$ cat src/rtl/arrow_field.sv
// arrow_field: multi-lane scrolling arrow renderer for the rhythm-game video path.
//
// Each lane holds up to SLOTS arrows. Every arrow has a y position, a direction,
// an inversion flag and a speed. Once per frame, on the frame tick, every active
// arrow moves down by speed+1 lines. An arrow that reaches V_ACTIVE is removed,
// and that lane's miss bit pulses for one cycle. Each hcount/vcount is turned
// into an RGB444 pixel by a two-stage pipeline: stage 1 tests every slot for a
// hit, and stage 2 priority-selects the colour.
//
// Optional build macro: ARROW_TARGET_EN. When it is defined, each lane column
// draws a grey (888) target row at TARGET_Y and at TARGET_Y+ARROW_SIZE-1.
// Arrows draw over the target.
//
// Ports:
//   clk             system clock
//   rst             synchronous reset, active low
//   hcount_in       current pixel x (11 bits)
//   vcount_in       current pixel y (10 bits)
//   valid_in        hcount/vcount valid this cycle
//   spawn_valid     spawn request
//   spawn_ready     spawn accepted when high together with spawn_valid (combinational)
//   spawn_lane      target lane of the spawn
//   spawn_direction 00 left, 01 down, 10 up, 11 right
//   spawn_inversed  draw the colour bitwise inverted
//   spawn_speed     scroll step minus one
//   pixel_out       RGB444 pixel, two cycles after its coordinates
//   valid_out       valid_in delayed by two cycles
//   miss_out        one-cycle per-lane drop pulse
module arrow_field #(
  parameter int LANES      = 4,
  parameter int SLOTS      = 4,
  parameter int ARROW_SIZE = 32,
  parameter int LANE_X0    = 480,
  parameter int LANE_PITCH = 80,
  parameter int V_ACTIVE   = 720,
  parameter int TARGET_Y   = 600
) (
  input  logic             clk,
  input  logic             rst,
  input  logic [10:0]      hcount_in,
  input  logic [9:0]       vcount_in,
  input  logic             valid_in,
  input  logic             spawn_valid,
  output logic             spawn_ready,
  input  logic [2:0]       spawn_lane,
  input  logic [1:0]       spawn_direction,
  input  logic             spawn_inversed,
  input  logic [2:0]       spawn_speed,
  output logic [11:0]      pixel_out,
  output logic             valid_out,
  output logic [LANES-1:0] miss_out
);

  localparam int AW = $clog2(ARROW_SIZE);
  localparam int N  = LANES * SLOTS;

`ifdef ARROW_TARGET_EN
  localparam bit TARGET_EN = 1'b1;
`else
  localparam bit TARGET_EN = 1'b0;
`endif

  // Left edge x of a lane column.
  function automatic logic [11:0] lane_base(input int l);
    return 12'(LANE_X0 + l * LANE_PITCH);
  endfunction

  // Triangle glyph test. With xo and yo as AW-bit offsets, ARROW_SIZE-1-v is simply ~v.
  function automatic logic glyph_mask(input logic [1:0] dir, input logic [AW-1:0] xo,
                                      input logic [AW-1:0] yo);
    logic [AW:0]   h;
    logic [AW+1:0] dx2;
    logic [AW+1:0] dy2;
    logic          m;
    h   = (AW+1)'(ARROW_SIZE / 2);
    dx2 = ({1'b0, xo} >= h) ? {{1'b0, xo} - h, 1'b0} : {h - {1'b0, xo}, 1'b0};
    dy2 = ({1'b0, yo} >= h) ? {{1'b0, yo} - h, 1'b0} : {h - {1'b0, yo}, 1'b0};
    case (dir)
      2'b10:   m = (dx2 <= {2'b00, yo});   // up
      2'b01:   m = (dx2 <= {2'b00, ~yo});  // down
      2'b00:   m = (dy2 <= {2'b00, xo});   // left
      2'b11:   m = (dy2 <= {2'b00, ~xo});  // right
      default: m = 1'b0;
    endcase
    return m;
  endfunction

  // Base colour for each direction, optionally inverted.
  function automatic logic [11:0] arrow_colour(input logic [1:0] dir, input logic inv);
    logic [11:0] c;
    case (dir)
      2'b00:   c = 12'hF00;
      2'b01:   c = 12'h0F0;
      2'b10:   c = 12'h00F;
      2'b11:   c = 12'hFF0;
      default: c = 12'h000;
    endcase
    return inv ? ~c : c;
  endfunction

  // Slot state
  logic             r_active [LANES][SLOTS];
  logic [9:0]       r_y      [LANES][SLOTS];
  logic [1:0]       r_dir    [LANES][SLOTS];
  logic             r_inv    [LANES][SLOTS];
  logic [2:0]       r_speed  [LANES][SLOTS];

  logic [10:0]      w_ny     [LANES][SLOTS];
  logic             w_drop   [LANES][SLOTS];
  logic [LANES-1:0] w_miss;
  logic             w_frame_tick;
  logic             w_lane_free;
  logic [2:0]       w_slot_sel;
  logic             w_spawn_fire;

  // Render pipeline
  logic [11:0]      w_xoff   [LANES];
  logic [10:0]      w_yoff   [LANES][SLOTS];
  logic [N-1:0]     w_hit;
  logic [11:0]      w_col    [N];
  logic             w_tgt;
  logic [N-1:0]     r_hit;
  logic [11:0]      r_col    [N];
  logic             r_tgt;
  logic             r_valid1;
  logic [11:0]      w_pix;

  assign w_frame_tick = valid_in && (hcount_in == 11'd0) && (vcount_in == 10'(V_ACTIVE));

  // Per-slot next position and drop detection for the frame update.
  always_comb begin
    w_miss = {LANES{1'b0}};
    for (int l = 0; l < LANES; l++) begin
      for (int s = 0; s < SLOTS; s++) begin
        // 11-bit sum so that a position past 1023 still compares correctly.
        w_ny[l][s]   = {1'b0, r_y[l][s]} + {8'd0, r_speed[l][s]} + 11'd1;
        w_drop[l][s] = r_active[l][s] && (w_ny[l][s] >= 11'(V_ACTIVE));
        w_miss[l]    = w_miss[l] | (w_frame_tick & w_drop[l][s]);
      end
    end
  end

  // Free-slot search in the requested lane (lowest index wins) and the spawn handshake.
  always_comb begin
    w_lane_free = 1'b0;
    w_slot_sel  = 3'd0;
    for (int l = 0; l < LANES; l++) begin
      if (spawn_lane == 3'(l)) begin
        for (int s = SLOTS - 1; s >= 0; s--) begin
          if (!r_active[l][s]) begin
            w_lane_free = 1'b1;
            w_slot_sel  = 3'(s);
          end else begin
            w_lane_free = w_lane_free;
            w_slot_sel  = w_slot_sel;
          end
        end
      end else begin
        w_lane_free = w_lane_free;
      end
    end
    spawn_ready  = rst && !w_frame_tick && ({1'b0, spawn_lane} < 4'(LANES)) && w_lane_free;
    w_spawn_fire = spawn_valid && spawn_ready;
  end

  // Slot registers: clear on reset, load on spawn, advance or drop on the frame tick.
  always_ff @(posedge clk) begin
    if (!rst) begin
      for (int l = 0; l < LANES; l++) begin
        for (int s = 0; s < SLOTS; s++) begin
          r_active[l][s] <= 1'b0;
          r_y[l][s]      <= 10'd0;
          r_dir[l][s]    <= 2'd0;
          r_inv[l][s]    <= 1'b0;
          r_speed[l][s]  <= 3'd0;
        end
      end
    end else begin
      for (int l = 0; l < LANES; l++) begin
        for (int s = 0; s < SLOTS; s++) begin
          // A spawn never coincides with a frame tick, so the two branches never overlap.
          if (w_spawn_fire && (spawn_lane == 3'(l)) && (w_slot_sel == 3'(s))) begin
            r_active[l][s] <= 1'b1;
            r_y[l][s]      <= 10'd0;
            r_dir[l][s]    <= spawn_direction;
            r_inv[l][s]    <= spawn_inversed;
            r_speed[l][s]  <= spawn_speed;
          end else if (w_frame_tick && r_active[l][s]) begin
            if (w_drop[l][s]) begin
              r_active[l][s] <= 1'b0;
            end else begin
              r_y[l][s] <= w_ny[l][s][9:0];
            end
          end
        end
      end
    end
  end

  // Stage 1 combinational: per-slot hit test, slot colour and target row.
  always_comb begin
    w_hit = {N{1'b0}};
    w_tgt = 1'b0;
    for (int l = 0; l < LANES; l++) begin
      // A pixel left of the lane wraps to a large unsigned offset and falls out of range.
      w_xoff[l] = {1'b0, hcount_in} - lane_base(l);
      w_tgt = w_tgt | (TARGET_EN && (w_xoff[l] < 12'(ARROW_SIZE)) &&
                       ((vcount_in == 10'(TARGET_Y)) ||
                        (vcount_in == 10'(TARGET_Y + ARROW_SIZE - 1))));
      for (int s = 0; s < SLOTS; s++) begin
        w_yoff[l][s]       = {1'b0, vcount_in} - {1'b0, r_y[l][s]};
        w_col[l*SLOTS + s] = arrow_colour(r_dir[l][s], r_inv[l][s]);
        w_hit[l*SLOTS + s] = r_active[l][s] && (w_xoff[l] < 12'(ARROW_SIZE)) &&
                             (w_yoff[l][s] < 11'(ARROW_SIZE)) &&
                             glyph_mask(r_dir[l][s], w_xoff[l][AW-1:0], w_yoff[l][s][AW-1:0]);
      end
    end
  end

  // Stage 2 combinational: priority select. The scan runs downward so the lowest lane/slot is written last and wins.
  always_comb begin
    if (r_tgt) begin
      w_pix = 12'h888;
    end else begin
      w_pix = 12'h000;
    end
    for (int i = N - 1; i >= 0; i--) begin
      if (r_hit[i]) begin
        w_pix = r_col[i];
      end else begin
        w_pix = w_pix;
      end
    end
  end

  // Pipeline registers and registered outputs.
  always_ff @(posedge clk) begin
    if (!rst) begin
      r_hit     <= {N{1'b0}};
      for (int i = 0; i < N; i++) begin
        r_col[i] <= 12'h000;
      end
      r_tgt     <= 1'b0;
      r_valid1  <= 1'b0;
      pixel_out <= 12'h000;
      valid_out <= 1'b0;
      miss_out  <= {LANES{1'b0}};
    end else begin
      r_hit     <= w_hit;
      for (int i = 0; i < N; i++) begin
        r_col[i] <= w_col[i];
      end
      r_tgt     <= w_tgt;
      r_valid1  <= valid_in;
      pixel_out <= w_pix;
      valid_out <= r_valid1;
      miss_out  <= w_miss;
    end
  end

endmodule

$ cat config.mk
export PLATFORM = sky130hd
export DESIGN_NAME = arrow_field
export DESIGN_NICKNAME = d
export VERILOG_FILES = /design/src/rtl/arrow_field.sv
export SDC_FILE = /design/constraint.sdc
export NUM_CORES = 1
export LEC_CHECK = 0
export CAP_MARGIN = 20
export CORE_AREA = 5 5 230 232
export CTS_BUF_LIST = sky130_fd_sc_hd__clkbuf_8 sky130_fd_sc_hd__clkbuf_16
export DETAILED_ROUTE_END_ITERATION = 16
export DIE_AREA = 0 0 235 237
export GPL_TIMING_DRIVEN = 1
export PLACE_DENSITY_LB_ADDON = 0.2
export SLEW_MARGIN = 20
export SYNTH_ARGS = -nofsm -noshare
export SYNTH_HDL_FRONTEND = slang
export SYNTH_SLANG_ARGS = --single-unit
export TNS_END_PERCENT = 100
$ cat constraint.sdc
create_clock -name clk -period 5.6 [get_ports clk]
set_clock_uncertainty 0.2 [all_clocks]
set_input_delay 0.84 -clock clk [delete_from_list [all_inputs] [get_ports clk]]
set_output_delay 0.84 -clock clk [all_outputs]
set_load 0.01 [all_outputs]
==> metrics.csv, run 1 <==
stage;metric;value;unit
floorplan;fp.dieW;235;um
min_path;worstHoldPathType;flip-flop to flip-flop;
clocking;cts_resized;0;
placement;dp_slack;142;ps
clocking;post-cts-setup-buffer-count;0;
floorplan;ios;52;
worst_setup_path;crit_required;4560;ps
floorplan;fp-row-count;83;
timing;max_slew_margin;32.6;%
yosys;ys_types;95;
clocking;cts_root_buf;clkbuf_16;
drt;wire_per_inst;21.2;um
min_path;hold_end;valid_out$_SDFF_PN0_;
drt;firstDrtPassIters;8;
worst_setup_path;crit_fanout;22;
worst_setup_path;crit_arrival;3960;ps
pwr;peakVddDrop;0.235;mV
yosys;synth_edf_count;260;
yosys;async_flop_share;0;%
floorplan;start_util;64.0;%
timing;min_period;5000;ps
placement;place_area;34200;um2
clocking;htreeDepth;2;
worst_setup_path;r2r-end;r_hit[3]$_SDFF_PN0_;
drt;vias;28000;
drt;drt_iter0_markers;2306;
clocking;clock_path_buffers;3;
timing;final_max_slew_viol_count;0;
final_layout;area_delta_synth_final;9.89;%
grt;grt_pass1_wl;148000;um
floorplan;fp.coreArea;50800;um2
grt;grt_max_degree;53;
min_path;hold_start;r_valid1$_SDFF_PN0_;
clocking;cts_hold_buf;0;
timing;holdWs;242;ps
yosys;synth-warning-count;0;
final_layout;fin_cells;4475;
yosys;syn_nets;4262;
final_layout;finalNetCount;4380;
timing;setup_viol;0;
worst_setup_path;r2r_slack;1310;ps
worst_setup_path;end_kind;output port;
worst_setup_path;rr_worst_depth;13;
grt;track_usage;32.8;%
drt;via_per_inst;6.25;
clocking;clock_latency;590;ps
pwr;power_leakage;15.5;nW
yosys;synth-main-ff-cell;edfxtp_1;
placement;portBuffers;51;
pwr;power_density;238;nW/um2
yosys;ys_seq_area_share;29.3;%
yosys;synth_area;32500;um2
final_layout;layout_commonest_cell;ha_1;
yosys;netlist.area_leader.share;24.0;%
pwr;power;8.49;mW
timing;worst_slack;605;ps
final_layout;final_util;70.3;%
yosys;synth_seq_cells;345;
flow_run;drv_cap;0;
floorplan;fp.dieH;237;um
clocking;cts.sinks;345;
final_layout;layout-drive-gt1-share;5.96;%
grt;overflow;0;
clocking;clk_pin_slew;60;ps
worst_setup_path;crit_type;primary input to output port;
drt;ant_nets;0;
timing;tightest_slew;998;ps
placement;dp_hpwl;70500;um
worst_setup_path;start_kind;primary input;
placement;place_congestion;0.947;
drt;drc_errors;0;
timing;hold_violations;0;
min_path;whs_path_depth;1;
drt;wl;94800;um
yosys;synth_top_area_cell;edfxtp_1;
yosys;syn_avg_cell_area;8.92;um2
grt;grt_pass1_vias;27900;
yosys;synth_area_leaders;edfxtp_1 24%, ha_1 21%, xnor2_1 5.5%;
floorplan;die_area;55700;um2
final_layout;fin_area;35700;um2
timing;clock.fmax;200;MHz
timing;tns;0;ps
grt;antenna_found_initial;3;
placement;placed_cells;4394;
clocking;cts_tree;built;
worst_setup_path;reg2reg_from;r_y[0][0]$_SDFFCE_PN0P_;
final_layout;nFillCells;3907;
final_layout;layout_common_cells;554 x ha_1, 480 x inv_1, 379 x nor2_1, 260 x edfxtp_1, 251 x a21oi_1;
timing;rsz0062_at_grt;no;
yosys;syn_inst;3642;
clocking;numCtsBuffers;44;
status;outcome;finished, final reports clean;
timing;fin_crit_sh;89.2;%
## power by group
group	internal, mW	total [mW]	switching (mW)
registers	2.85	2.94	0.0879
clock network	1.77	2.94	1.16
logic	1.08	2.62	1.54
total	5.70	8.49	2.79
## final cells by class
class	count	area, um2	area share (%)
Multi-Input combinational cell	2775	21000	58.8
Sequential cell	345	9510	26.6
Inverter	473	1780	4.97
Clock buffer	53	1260	3.53
Timing Repair Buffer	121	1060	2.98
Tap cell	680	851	2.38
Clock inverter	27	234	0.655
Antenna cell	1	2.50	0.00701
## critical path, cell delays in order
cell and delay (ps):
buf_2 720, buf_4 270, nor4_1 60, nand4_1 390, nor2_1 230, nor4_1 740
clkdlybuf4s50_1 690
## worst max-delay path by stage
stage	start	endpoint	slack (ps)	cells past startpoint
CTS	vcount_in[0]	r_hit[3]$_SDFF_PN0_	710	16
floorplan	vcount_in[0]	r_hit[3]$_SDFF_PN0_	820	14
global placement	vcount_in[0]	r_hit[3]$_SDFF_PN0_	300	16
detailed placement	vcount_in[0]	r_hit[3]$_SDFF_PN0_	140	16
global route	vcount_in[0]	r_hit[3]$_SDFF_PN0_	420	16
finish	vcount_in[1]	spawn_ready	600	7
## per-layer routing
layer,track usage [%],vias up,part of all wire [%]
li1,-,13100,-
met4,14.4,0,4.9
met1,43.4,13200,41
met5,0,-,0
met2,52.9,1329,45
met3,6.18,305,9.5
## Yosys cell counts (all sizes together), types with 33 or more instances
cell      n
ha      554
inv     472
nor2    380
edfxtp  260
a21oi   252
xnor2   205
nand2   166
o21ai   138
a21o     88
dfxtp    85
nor2b    81
nand3    73
xor2     72
nor3     66
and2     64
nand4    54
o22ai    46
a31oi    44
o21bai   43
nand2b   38
clkbuf   34
nor4     33
## cell families after synthesis
family,share of synthesized area [%]
xor gates and xnor gates,7.47
DFF,29.3
and+or+nand+nor,16.5
adders and majority gates,23.3
AOI/OAI and AO/OA,16.0
buffers and inverters,6.15
muxes,1.30
## registers in the layout, summed over array words and instances, names as in the netlist
name	count
r_y	160
r_col	48
r_speed	48
r_dir	32
r_active	16
r_hit	16
r_inv	16
miss_out	4
pixel_out	3
r_valid1	1
valid_out	1
Power figures use the tool's default switching activity.
==> inputs of run 2 (changes only) <==
- CORE_AREA: 5 5 230 232 -> 5 5 228 230
- CTS_BUF_LIST: sky130_fd_sc_hd__clkbuf_8 sky130_fd_sc_hd__clkbuf_16 -> sky130_fd_sc_hd__clkbuf_4
- DIE_AREA: 0 0 235 237 -> 0 0 233 235
- clock period: 5.6 -> 4.66 ns (I/O delays scaled with it)
==> run 2 against run 1 <==
Net effect:
- combinational power increased by 40%
- sequential cell count is the same
- worst hold slack better by 15 ps
- global-route usage is 2.9 points higher
- critical path depth up 13
- first-iteration DRC count increased by 2.7%
- die area is 1.7% lower
- count of clock-buffer cells in the layout is 90 higher
- worst setup slack worse by 490 ps
- non-clock buffer count rose by 257
- sequential share of layout area down 1.3 points
- routed wire length grew 5.5%
- highest routed layer is now met5
==> metrics.csv, run 2 (synthesis gave the netlist of run 1 again) <==
stage;metric;value;unit;change
clocking;clock_path_buffers;3;;unchanged
timing;tightest_slew;908;ps;was 998 ps
grt;antenna_found_initial;3;;unchanged
placement;dp_hpwl;75000;um;was 70,500 um
final_layout;layout-drive-gt1-share;13.8;%;was 5.96%
worst_setup_path;end_kind;flip-flop;;was output port
final_layout;layout_common_cells;554 x ha_1, 469 x inv_1, 379 x nor2_1, 317 x buf_4, 260 x edfxtp_1;;was 554 x ha_1, 480 x inv_1, 379 x nor2_1, 260 x edfxtp_1, 251 x a21oi_1
placement;placed_cells;4642;;was 4,394
clocking;cts_root_buf;clkbuf_4;;was clkbuf_16
clocking;cts.sinks;345;;unchanged
final_layout;finalNetCount;4688;;was 4,380
pwr;power_density;269;nW/um2;was 238 nW/um2
timing;tns;0;ps;unchanged
pwr;power_leakage;16.8;nW;was 15.5 nW
clocking;htreeDepth;3;;was 2
drt;wl_met1;39200;um;was 38,900 um
floorplan;start_util;65.4;%;was 64.0%
timing;worst_slack;119;ps;was 605 ps
timing;fin_crit_sh;97.4;%;
floorplan;die_area;54800;um2;was 55,700 um2
timing;setup_viol;0;;unchanged
flow_run;drv_cap;0;;unchanged
timing;clock.fmax;220;MHz;
worst_setup_path;slowest_stage;or4b_2;;was nor4_1
drt;wl;100000;um;was 94,800 um
final_layout;top_register;r_y;;unchanged
clocking;numCtsBuffers;95;;was 44
floorplan;fp-row-count;82;;was 83
grt;grt_max_degree;34;;was 53
drt;drt_iter0_markers;2368;;was 2,306
placement;portBuffers;51;;unchanged
clocking;clock_latency;860;ps;was 590 ps
grt;overflow;0;;unchanged
status;outcome;finished, final reports clean;;unchanged
timing;holdWs;257;ps;was 242 ps
drt;wl_met2;45800;um;was 42,200 um
timing;final_max_slew_viol_count;0;;unchanged
clocking;clk_pin_slew;70;ps;was 60 ps
final_layout;largest_reg_flops;160;;unchanged
worst_setup_path;crit_arrival;5070;ps;was 3960 ps
placement;dp_slack;-707;ps;was 142 ps
drt;drc_errors;0;;unchanged
floorplan;fp.dieW;233;um;was 235 um
final_layout;layout_commonest_cell;ha_1;;unchanged
final_layout;multi_input_area;21000;um2;about the same
worst_setup_path;crit_type;primary input to flip-flop;;was primary input to output port
floorplan;ios;52;;unchanged
min_path;worstHoldPathType;flip-flop to flip-flop;;unchanged
drt;highest_layer;met5;;was met4
timing;hold_violations;0;;unchanged
final_layout;fin_cells;4822;;was 4,475
floorplan;fp.dieH;235;um;was 237 um
final_layout;area_delta_synth_final;15.5;%;was 9.89%
clocking;cts_hold_buf;0;;unchanged
pwr;peakVddDrop;0.227;mV;was 0.235 mV
grt;grt_pass1_wl;155000;um;was 148,000 um
timing;min_period;4540;ps;
pwr;power;10.1;mW;was 8.49 mW
grt;grt_pass1_vias;29800;;was 27.9k
drt;via_per_inst;6.13;;was 6.25
drt;firstDrtPassIters;7;;was 8
clocking;cts_tree;built;;unchanged
drt;ant_nets;0;;unchanged
timing;max_slew_margin;39.2;%;was 32.6%
worst_setup_path;cp_cell_sequence;clkdlybuf4s50_1 -> inv_1 -> buf_4 -> buf_12 -> ha_1 -> inv_1 -> fa_1 -> a21o_1 -> a21oi_2 -> xnor2_1 -> buf_4 -> nor2_1 -> xnor2_1 -> ha_1 -> or4b_2 -> o22ai_1 -> a22oi_1 -> o21ai_0 -> nand4_1 -> nor4_1;;was buf_2 -> buf_4 -> nor4_1 -> nand4_1 -> nor2_1 -> nor4_1 -> clkdlybuf4s50_1
drt;vias;29600;;was 28.0k
final_layout;top_regs;r_y x160, r_col x48, r_speed x48;;unchanged
worst_setup_path;slowest_delay;630;ps;was 740 ps
worst_setup_path;start_kind;primary input;;unchanged
drt;met3WireLength;9190;um;was 9020 um
final_layout;seq_area;9510;um2;unchanged
final_layout;nFillCells;3728;;was 3,907
worst_setup_path;crit_required;5190;ps;was 4560 ps
worst_setup_path;crit_fanout;5;;was 22
grt;track_usage;35.7;%;was 32.8%
placement;place_congestion;0.990;;was 0.947
drt;wire_per_inst;20.7;um;was 21.2 um
floorplan;fp.coreArea;49700;um2;was 50,800 um2
-- run 2: cell types whose count changed in the layout (fill, tap and decap cells not counted), moves of 4 or more --
cell,delta
clkinv_1,+25
buf_4,+250
clkbuf_4,+143
clkinvlp_4,-4
clkbuf_16,-47
clkbuf_8,-6
inv_1,-11
buf_12,+7
-- run 2: stage by stage --
step	cell area, um2	utilization [%]
CTS	37500	75.5
detailed placement	36200	72.9
finish	37500	75.5
global route	37500	75.5
floorplan	32500	-
global placement	36200	72.9
-- run 2: area by class of cell --
cell class                 instances  area share, %
antenna                            2         0.0133
clock buffer                     143           2.86
clock inverter                    34          0.514
inverter                         473           4.73
multi-input combinational       2775           56.1
sequential                       345           25.3
tap                              672           2.24
timing repair buffer             378           8.21
-- run 2: final timing paths --
| path | to | slack [ps] | startpoint | cells after the start |
|---|---|---|---|---|
| worst max register to register | r_hit[15]$_SDFF_PN0_ | 520 | r_y[1][40]$_SDFFCE_PN0P_ | 16 |
| worst min-delay path | valid_out$_SDFF_PN0_ | 260 | r_valid1$_SDFF_PN0_ | 1 |
| worst min register to register | valid_out$_SDFF_PN0_ | 260 | r_valid1$_SDFF_PN0_ | 1 |
| worst max-delay path | r_hit[5]$_SDFF_PN0_ | 120 | vcount_in[0] | 20 |
-- run 2: routing by layer --
layer | GRT usage [%] | up-vias
met2 | 58.4 | 1361
met1 | 44.7 | 14100
met5 | 0 | -
met3 | 7.03 | 349
met4 | 19.0 | 4
li1 | - | 13800
-- run 2: critical path: cells and delay by family --
family	cells	cell delay (ps)
xor gates and xnor gates	2	430
and+or+nand+nor	4	1080
AOI/OAI and AO/OA	5	830
buffers and inverters	6	1140
adders and majority gates	3	860
-- run 2: power breakdown --
part           switching [mW]  internal [mW]  leakage (nW)  total, mW
sequential              0.104           3.42          3.37       3.52
combinational            1.97           1.70          12.7       3.67
clock                    1.40           1.51         0.747       2.91
total                    3.48           6.63          16.8       10.1
-- run 2: repair_timing --
action	in CTS	in global routing
setup buffers	0	1
resized for setup	0	4
setup endpoints to repair	0	3
